--- config.mk ---
export PLATFORM = sky130hd
export DESIGN_NAME = instruction_fifo_flat
export DESIGN_NICKNAME = d
export VERILOG_FILES = /design/src/rtl/instruction_fifo_if.sv /design/src/rtl/instruction_fifo.sv /design/src/flat_wrapper.sv
export SDC_FILE = /design/constraint.sdc
export NUM_CORES = 1
export LEC_CHECK = 0
export CORE_MARGIN = 3
export CORE_UTILIZATION = 39
export CTS_BUF_LIST = sky130_fd_sc_hd__clkbuf_8
export CTS_CLUSTER_DIAMETER = 30
export DETAILED_ROUTE_END_ITERATION = 6
export DONT_BUFFER_PORTS = 1
export GPL_ROUTABILITY_DRIVEN = 0
export HOLD_SLACK_MARGIN = 0.03
export PLACE_DENSITY = 0.51
export SLEW_MARGIN = 30
export SYNTH_ARGS = -nofsm -noshare
export SYNTH_HDL_FRONTEND = slang
export SYNTH_SLANG_ARGS = --single-unit
--- constraint.sdc ---
create_clock -name clk -period 6.8 [get_ports clk]
set_input_delay 1.02 -clock clk [delete_from_list [all_inputs] [get_ports clk]]
set_output_delay 1.02 -clock clk [all_outputs]
set_load 0.01 [all_outputs]
--- src/rtl/instruction_fifo_if.sv ---
// Handshake bundle between the instruction decoder (push side), the GPU (pop side)
// and the instruction FIFO; the master modport is the producer/consumer view.
interface instruction_fifo_if #(
    parameter int ADDR_W = 4
);
    logic              wr_en;
    logic [3:0]        in_opcode;
    logic [13:0]       in_register;
    logic [31:0]       in_data;
    logic              rd_en;
    logic [3:0]        out_opcode;
    logic [13:0]       out_register;
    logic [31:0]       out_data;
    logic              out_valid;
    logic              empty;
    logic              full;
    logic [ADDR_W:0]   level;
    logic              overflow;

    modport master (
        output wr_en, in_opcode, in_register, in_data, rd_en,
        input  out_opcode, out_register, out_data, out_valid,
        input  empty, full, level, overflow
    );

    modport slave (
        input  wr_en, in_opcode, in_register, in_data, rd_en,
        output out_opcode, out_register, out_data, out_valid,
        output empty, full, level, overflow
    );
endinterface

--- src/rtl/instruction_fifo.sv ---
// Decoded-instruction FIFO between the decoder and the GPU: 50-bit entries,
// registered head output with a one-cycle out_valid pulse and a sticky overflow flag.
module instruction_fifo #(
    parameter int DEPTH  = 16,
    parameter int ADDR_W = 4
) (
    input  logic                 clk,
    input  logic                 reset,
    input  logic                 clk_en,
    instruction_fifo_if.slave    bus
);
    localparam int ENTRY_W = 50;

    logic [ENTRY_W-1:0] mem [DEPTH];

    logic [ADDR_W-1:0]  wr_ptr_reg, wr_ptr_next;
    logic [ADDR_W-1:0]  rd_ptr_reg, rd_ptr_next;
    logic [ADDR_W:0]    level_reg, level_next;
    logic [ENTRY_W-1:0] out_reg;
    logic               out_valid_reg;
    logic               overflow_reg;

    logic empty;
    logic full;
    logic pop_acc;
    logic push_acc;
    logic push_drop;

    assign empty = (level_reg == '0);
    assign full  = (level_reg == (ADDR_W+1)'(DEPTH));

    // A pop frees a slot in the same edge, so a full FIFO still accepts a push
    // when the GPU drains one entry at the same time.
    assign pop_acc   = clk_en && bus.rd_en && !empty;
    assign push_acc  = clk_en && bus.wr_en && (!full || pop_acc);
    assign push_drop = clk_en && bus.wr_en && full && !pop_acc;

    always_comb begin
        wr_ptr_next = wr_ptr_reg;
        rd_ptr_next = rd_ptr_reg;
        level_next  = level_reg;
        if (push_acc) begin
            wr_ptr_next = wr_ptr_reg + ADDR_W'(1);
        end
        if (pop_acc) begin
            rd_ptr_next = rd_ptr_reg + ADDR_W'(1);
        end
        if (push_acc && !pop_acc) begin
            level_next = level_reg + (ADDR_W+1)'(1);
        end else if (pop_acc && !push_acc) begin
            level_next = level_reg - (ADDR_W+1)'(1);
        end
    end

    // Storage is left uncleared by reset so it can map onto block RAM.
    always_ff @(posedge clk) begin
        if (push_acc) begin
            mem[wr_ptr_reg] <= {bus.in_opcode, bus.in_register, bus.in_data};
        end
    end

    always_ff @(posedge clk or negedge reset) begin
        if (!reset) begin
            wr_ptr_reg    <= '0;
            rd_ptr_reg    <= '0;
            level_reg     <= '0;
            out_reg       <= '0;
            out_valid_reg <= 1'b0;
            overflow_reg  <= 1'b0;
        end else begin
            wr_ptr_reg    <= wr_ptr_next;
            rd_ptr_reg    <= rd_ptr_next;
            level_reg     <= level_next;
            out_valid_reg <= pop_acc;
            if (pop_acc) begin
                out_reg <= mem[rd_ptr_reg];
            end
            if (push_drop) begin
                overflow_reg <= 1'b1;
            end
        end
    end

    assign bus.out_opcode   = out_reg[49:46];
    assign bus.out_register = out_reg[45:32];
    assign bus.out_data     = out_reg[31:0];
    assign bus.out_valid    = out_valid_reg;
    assign bus.empty        = empty;
    assign bus.full         = full;
    assign bus.level        = level_reg;
    assign bus.overflow     = overflow_reg;
endmodule
--- src/flat_wrapper.sv ---
// flat-port wrapper written by rule: the top's interface ports become plain ports
module instruction_fifo_flat 
#(
    parameter int DEPTH  = 16,
    parameter int ADDR_W = 4
)
  (clk, reset, clk_en, bus_wr_en, bus_in_opcode, bus_in_register, bus_in_data, bus_rd_en, bus_out_opcode, bus_out_register, bus_out_data, bus_out_valid, bus_empty, bus_full, bus_level, bus_overflow);
  instruction_fifo_if #(.ADDR_W(ADDR_W)) bus_i ();
  input  logic clk;
  input  logic reset;
  input  logic clk_en;
  input wire logic [$bits(bus_i.wr_en)-1:0] bus_wr_en;
  input wire logic [$bits(bus_i.in_opcode)-1:0] bus_in_opcode;
  input wire logic [$bits(bus_i.in_register)-1:0] bus_in_register;
  input wire logic [$bits(bus_i.in_data)-1:0] bus_in_data;
  input wire logic [$bits(bus_i.rd_en)-1:0] bus_rd_en;
  output wire logic [$bits(bus_i.out_opcode)-1:0] bus_out_opcode;
  output wire logic [$bits(bus_i.out_register)-1:0] bus_out_register;
  output wire logic [$bits(bus_i.out_data)-1:0] bus_out_data;
  output wire logic [$bits(bus_i.out_valid)-1:0] bus_out_valid;
  output wire logic [$bits(bus_i.empty)-1:0] bus_empty;
  output wire logic [$bits(bus_i.full)-1:0] bus_full;
  output wire logic [$bits(bus_i.level)-1:0] bus_level;
  output wire logic [$bits(bus_i.overflow)-1:0] bus_overflow;
  assign bus_i.wr_en = bus_wr_en;
  assign bus_i.in_opcode = bus_in_opcode;
  assign bus_i.in_register = bus_in_register;
  assign bus_i.in_data = bus_in_data;
  assign bus_i.rd_en = bus_rd_en;
  assign bus_out_opcode = bus_i.out_opcode;
  assign bus_out_register = bus_i.out_register;
  assign bus_out_data = bus_i.out_data;
  assign bus_out_valid = bus_i.out_valid;
  assign bus_empty = bus_i.empty;
  assign bus_full = bus_i.full;
  assign bus_level = bus_i.level;
  assign bus_overflow = bus_i.overflow;
  instruction_fifo #(.DEPTH(DEPTH), .ADDR_W(ADDR_W)) u_core (.clk(clk), .reset(reset), .clk_en(clk_en), .bus(bus_i));
endmodule
==> flow_summary.yaml, run 1 <==
cells_and_area:
  finalNetCount: 1606
  largest_reg_flops: 800
  multi_input_area_sq_um: 6570
  seq_area_sq_um: 25700
  fillers: 6926
  drive_gt1_frac: 0.330
  area.growth.synth_to_final_pct: 14.8
  finalNonFillerCells: 2748
worst_setup_path:
  cp_slowest_cell: "or4_4"
  path_cells: "or4_4 > o211a_4 > inv_1 > ha_1 > inv_1 > fa_1 > a21o_1 > a21oi_1 > mux2i_1 > xnor2_1"
  cp-end-kind: "flip-flop"
  worstPathMaxFanout: 50
  required_ns: 7.50
  slowest_delay_ns: 0.60
  critPathKind: "flip-flop to flip-flop"
  crit_path_frequent_cell: "inv_1"
  cp.arrival_ns: 3.94
  startpoint_type: "flip-flop"
  path_delay_family: "compound AO/OA/AOI/OAI gates"
  cp.buffers_inverters: 2
clocking:
  cts_buffers: 165
  ctsLongestPathBuffers: 3
  clock-sinks: 865
  ctsResizeCount: 0
  worstSkewPairLatency_ns: 0.78
  postCtsSetupBuffers: 0
  path_clk_slew_ns: 0.06
  clockRootBuffer: "clkbuf_8"
  cts_tree: "done"
  htree_levels: 4
  ctsHoldBuffers: 1
synth:
  synth.distinct_cells: 36
  synth_nets: 1490
  synthCells: 1425
  synth-seq-cells: 865
  syn_avg_cell_area_sq_um: 22.9
  synth_area_sq_um: 32600
  synth.yosys.seq_area_share: 0.786
  synth_warnings: 0
  synth_edf_count: 800
  async_flop_share: 0.0751
  yosysTopAreaCell: "edfxtp_1"
  synth_top_area_frac: 0.736
  synth.area.top_cells: "edfxtp_1, mux4_2, dfrtp_1"
  synthFlopType: "edfxtp_1"
  synthMostInstantiatedCell: "edfxtp_1"
  synth_commonest_cells: "edfxtp_1, mux4_2, o22ai_1"
worst_hold_path:
  hold_class: "input pin to async pin"
global_routing:
  grt_pass1_vias: 16500
  overflow: 0
  grt_pass1_wl_microns: 109000
  grt_max_degree: 109
  grt_usage: 0.172
  antenna_found_initial: 1
detailed_routing:
  dr.pass1.iters: 5
  via_per_inst: 5.45
  drt_iter0_markers: 982
  num_vias: 15000
  drc: 0
  antenna_left: 0
  wl_per_cell_microns: 26.6
  routed_wl_microns: 73000
floorplanning:
  die_area_sq_um: 87200
  die_h_microns: 295
  initial_core_util: 0.396
  num_rows: 105
  coreArea_sq_um: 82500
  io_pins: 114
  die_w_microns: 295
sta:
  worstMarginPinSlew_ns: 0.989
  skew_ns: 0.0346
  period_needed_ns: 3.24
  fmax_mhz: 309
  tns_ns: 0
  rsz0062_at_grt: "false"
  final_max_slew_viol_count: 0
  setup_slack_ns: 3.56
  hold_viol: 0
  setup_violations: 0
  max_slew_margin: 0.341
  hold_ws_ns: 0.146
  period_share: 0.476
power_and_ir_drop:
  p_int_w: 0.0108
  switching_share: 0.286
  power_frac_seq: 0.443
  leakage_nw: 12.0
  p_total_w: 0.0152
  p_per_area_nw_per_um2: 405
  peakVddDrop_mv: 0.326
  clockPowerShare: 0.336
  p_switching_w: 0.00433
  combPwrFrac: 0.222
placement:
  port_buffers: 0
  place_inst: 2440
  place_ws_ns: 3.20
  dp_hpwl_microns: 38600
outcome:
  outcome: "completed"
job:
  maxCapViolCount: 0
[cell type report]
type | instances | area share
flip-flops and latches | 865 | 0.685
multi-input cells | 470 | 0.175
clock buffers | 179 | 0.0657
well taps | 1070 | 0.0357
clock inverters | 124 | 0.0247
repair buffers | 30 | 0.0130
inverters | 9 | 0.000901
diodes | 1 | 0.0000668
[cell families after synthesis]
| family | count (synthesis) | synth area share |
|---|---|---|
| multiplexers | 253 | 0.156 |
| AND/OR/NAND/NOR | 36 | 0.00621 |
| flip-flops | 865 | 0.786 |
| AO/OA/AOI/OAI | 161 | 0.0293 |
| XOR/XNOR | 10 | 0.00268 |
| buffers and inverters | 90 | 0.0153 |
| adder cells (fa/ha/maj) | 10 | 0.00406 |
[path summary, 6_finish.rpt]
kind	startpoint	endpoint	slack, ns	depth (start not counted)
max	u_core.bus.level[0]	u_core.bus.level[4]	3.56	10
min	reset	u_core.out_reg[47]	0.15	1
max reg2reg	u_core.bus.level[0]	u_core.bus.level[4]	3.56	10
min reg2reg	u_core.wr_ptr_reg[3]	u_core.wr_ptr_reg[3]	0.55	1
max in group asynchronous	reset	u_core.rd_ptr_reg[2]	6.20	1
min in group clk	bus_in_data[6]	u_core.mem[9][6]	0.33	0
[cells in the final DEF, fill, tap and decap left out, types with 2 or more instances in the layout]
cell	n
nand2_1	6
xnor2_1	9
inv_8	3
bufinv_16	11
clkbuf_8	179
and2_4	12
inv_1	51
buf_12	16
nor2_4	4
inv_6	2
ha_1	9
clkinv_1	13
edfxtp_1	800
mux4_2	200
nand4_1	2
mux2_2	51
nor2_1	3
clkinv_4	6
buf_16	3
buf_4	11
dfrtp_4	3
a21oi_1	52
clkinv_2	27
o21ai_0	3
o22ai_1	100
a21o_1	2
clkinvlp_4	20
dfrtp_1	62
[through the flow]
stage,area (sq um),util
CTS,37400,0.453
detailed placement,34000,0.412
global route,37500,0.454
floorplan,32600,-
finish,37500,0.454
global placement,33700,0.409
[per-layer routing]
metal	share of wire	global-route usage	routed length [microns]	vias to the layer above
met3	0.053	0.0447	3870	145
met4	0.025	0.0593	1800	0
met1	0.41	0.216	30100	8119
met5	0	0	0	-
met2	0.51	0.292	37300	362
li1	-	-	-	6337
[worst reg2reg max path, stage by stage, from the launching register on]
cell and delay (ns):
dfrtp_1 0.49, or4_4 0.60, o211a_4 0.43, inv_1 0.19
ha_1 0.18, inv_1 0.11, fa_1 0.41, a21o_1 0.19
a21oi_1 0.19, mux2i_1 0.24, xnor2_1 0.13
[power groups by stage]
stage | Sequential (W) | Combinational, W | Clock (W)
2_1_floorplan | 0.00659 | 0.00270 | 0
3_3_place_gp | 0.00683 | 0.00337 | 0
3_5_place_dp | 0.00685 | 0.00340 | 0
4_1_cts | 0.00674 | 0.00343 | 0.00523
5_1_grt | 0.00677 | 0.00365 | 0.00550
6_report | 0.00671 | 0.00336 | 0.00509
(Power assumes the default switching activity.)
==> run 2, diff against run 1 <==
==> constraint.sdc (replaced) <==
create_clock -name clk -period 3.38 [get_ports clk]
set_input_delay 0.507 -clock clk [delete_from_list [all_inputs] [get_ports clk]]
set_output_delay 0.507 -clock clk [all_outputs]
set_load 0.01 [all_outputs]
==> flow_summary.yaml, run 2 (synthesis results as in run 1) <==
sta:
  setup_violations: 0
  skew_ns: 0.0385
  worstMarginPinSlew_ns: 0.897
  period_share: 0.899
  period_needed_ns: 3.04
  final_max_slew_viol_count: 0
  hold_viol: 0
  max_slew_margin: 0.402
  rsz0062_at_grt: "false"
  hold_ws_ns: 0.216
  fmax_mhz: 329
global_routing:
  gr-usage-met3: 0.0474
  top_usage_layer: "met2"
  antenna_found_initial: 7
  use_met1: 0.245
  grt_usage: 0.186
  grt_pass1_vias: 17100
  overflow: 0
  grtUsageMet2: 0.303
  grt_max_degree: 105
  grt_pass1_wl_microns: 116000
power_and_ir_drop:
  p_per_area_nw_per_um2: 835
  peakVddDrop_mv: 0.371
  leakage_nw: 12.6
  p_total_w: 0.0325
cells_and_area:
  layout_common_cells: "edfxtp_1, mux4_2, clkbuf_8"
  utilization: 0.472
  finalNonFillerCells: 2875
  area.growth.synth_to_final_pct: 19.4
  drive_gt1_frac: 0.348
  largest_reg_flops: 800
  final_common_cell: "edfxtp_1"
  final_cell_area_sq_um: 38900
  finalNetCount: 1704
detailed_routing:
  antenna_left: 0
  routed_wl_microns: 79000
  via_per_inst: 5.42
  drt_iter0_markers: 1265
  num_vias: 15600
  dr.pass1.iters: 5
  drc: 0
  wl_per_cell_microns: 27.5
worst_setup_path:
  ff2ff_setup_slack_ns: 0.34
  cp.arrival_ns: 3.46
  cp_slowest_cell: "buf_4"
  required_ns: 3.80
  r2r_start: "u_core.bus.level[1]"
  critPathKind: "flip-flop to flip-flop"
  r2r_cells: 6
  slowest_delay_ns: 0.77
  worstPathMaxFanout: 40
  crit_start: "u_core.bus.level[1]"
  reg2reg_to: "u_core.mem[7][42]"
  crit_path_frequent_cell: "buf_4"
  path_cells: "nor4_1 > a31oi_1 > nand3b_1 > buf_4 > nor2_4 > buf_4"
  path_delay_family: "buffers and inverters"
  startpoint_type: "flip-flop"
  endpoint: "u_core.mem[7][42]"
  cp.buffers_inverters: 2
  cp-end-kind: "flip-flop"
  path_depth: 6
clocking:
  ctsLongestPathBuffers: 3
  path_clk_slew_ns: 0.05
  cts_tree: "done"
  clockRootBuffer: "clkbuf_8"
  clock-sinks: 865
  postCtsSetupBuffers: 0
  cts_buffers: 185
  htree_levels: 4
  worstSkewPairLatency_ns: 0.82
floorplanning:
  initial_core_util: 0.396
  coreArea_sq_um: 82500
  io_pins: 114
  die_w_microns: 295
  num_rows: 105
  die_area_sq_um: 87200
  die_h_microns: 295
placement:
  dpl_cell_area_sq_um: 34300
  dp_hpwl_microns: 40900
  place_inst: 2466
  port_buffers: 0
job:
  maxCapViolCount: 0
worst_hold_path:
  hold_class: "input pin to flip-flop"
outcome:
  outcome: "completed"
==> run 2: cell types whose count changed in the layout (fill, tap and decap cells not counted), sizes merged, moves of 7 or more <==
cell / change
clkinv: +32
inv: -8
buf: +23
bufinv: +7
clkbuf: +18
dlygate4sd3: +55
==> run 2: report_power, final <==
part	switching [W]	internal (W)
registers	0.000903	0.0126
clock network	0.00490	0.00690
logic	0.00362	0.00360
total	0.00942	0.0231
==> run 2: worst reg2reg max path, stage by stage (launching register included) <==
cell	delay, ns
dfrtp_1	0.50
nor4_1	0.12
a31oi_1	0.42
nand3b_1	0.23
buf_4	0.22
nor2_4	0.34
buf_4	0.78
==> run 2: layer usage <==
metal | up-vias | wire length [microns]
met3 | 132 | 4280
met2 | 441 | 39400
met1 | 8407 | 33400
met4 | 2 | 1860
met5 | - | 13
li1 | 6588 | -
==> run 2: layout make-up <==
class,count,area [sq um]
antenna,6,15.0
tap,1070,1340
fill,6876,43600
multi-input combinational,470,6570
timing repair buffer,108,1320
sequential,865,25700
clock buffer,197,2710
inverter,9,33.8
clock inverter,150,1300
==> run 2: how the worst min path moves through the flow <==
stage | from | cells after the start | end
floorplan | reset | 0 | u_core.bus.level[0]
global placement | reset | 0 | u_core.out_reg[2]
detailed placement | reset | 0 | u_core.out_reg[2]
CTS | bus_wr_en | 4 | u_core.wr_ptr_reg[0]
global route | bus_wr_en | 4 | u_core.wr_ptr_reg[0]
finish | bus_wr_en | 4 | u_core.wr_ptr_reg[0]
==> run 2: stage by stage <==
stage	setup TNS, ns	worst slack [ns]
floorplan	-100.01	-0.500
global placement	0	0.277
detailed placement	0	0.283
CTS	0	0.299
global route	0	0.186
finish	0	0.341
==> run 2: timing repair <==
action | 4_1_cts | 5_1_grt
gates resized for setup | 0 | 0
hold buffers | 56 | 0
hold endpoints to repair | 867 | 0
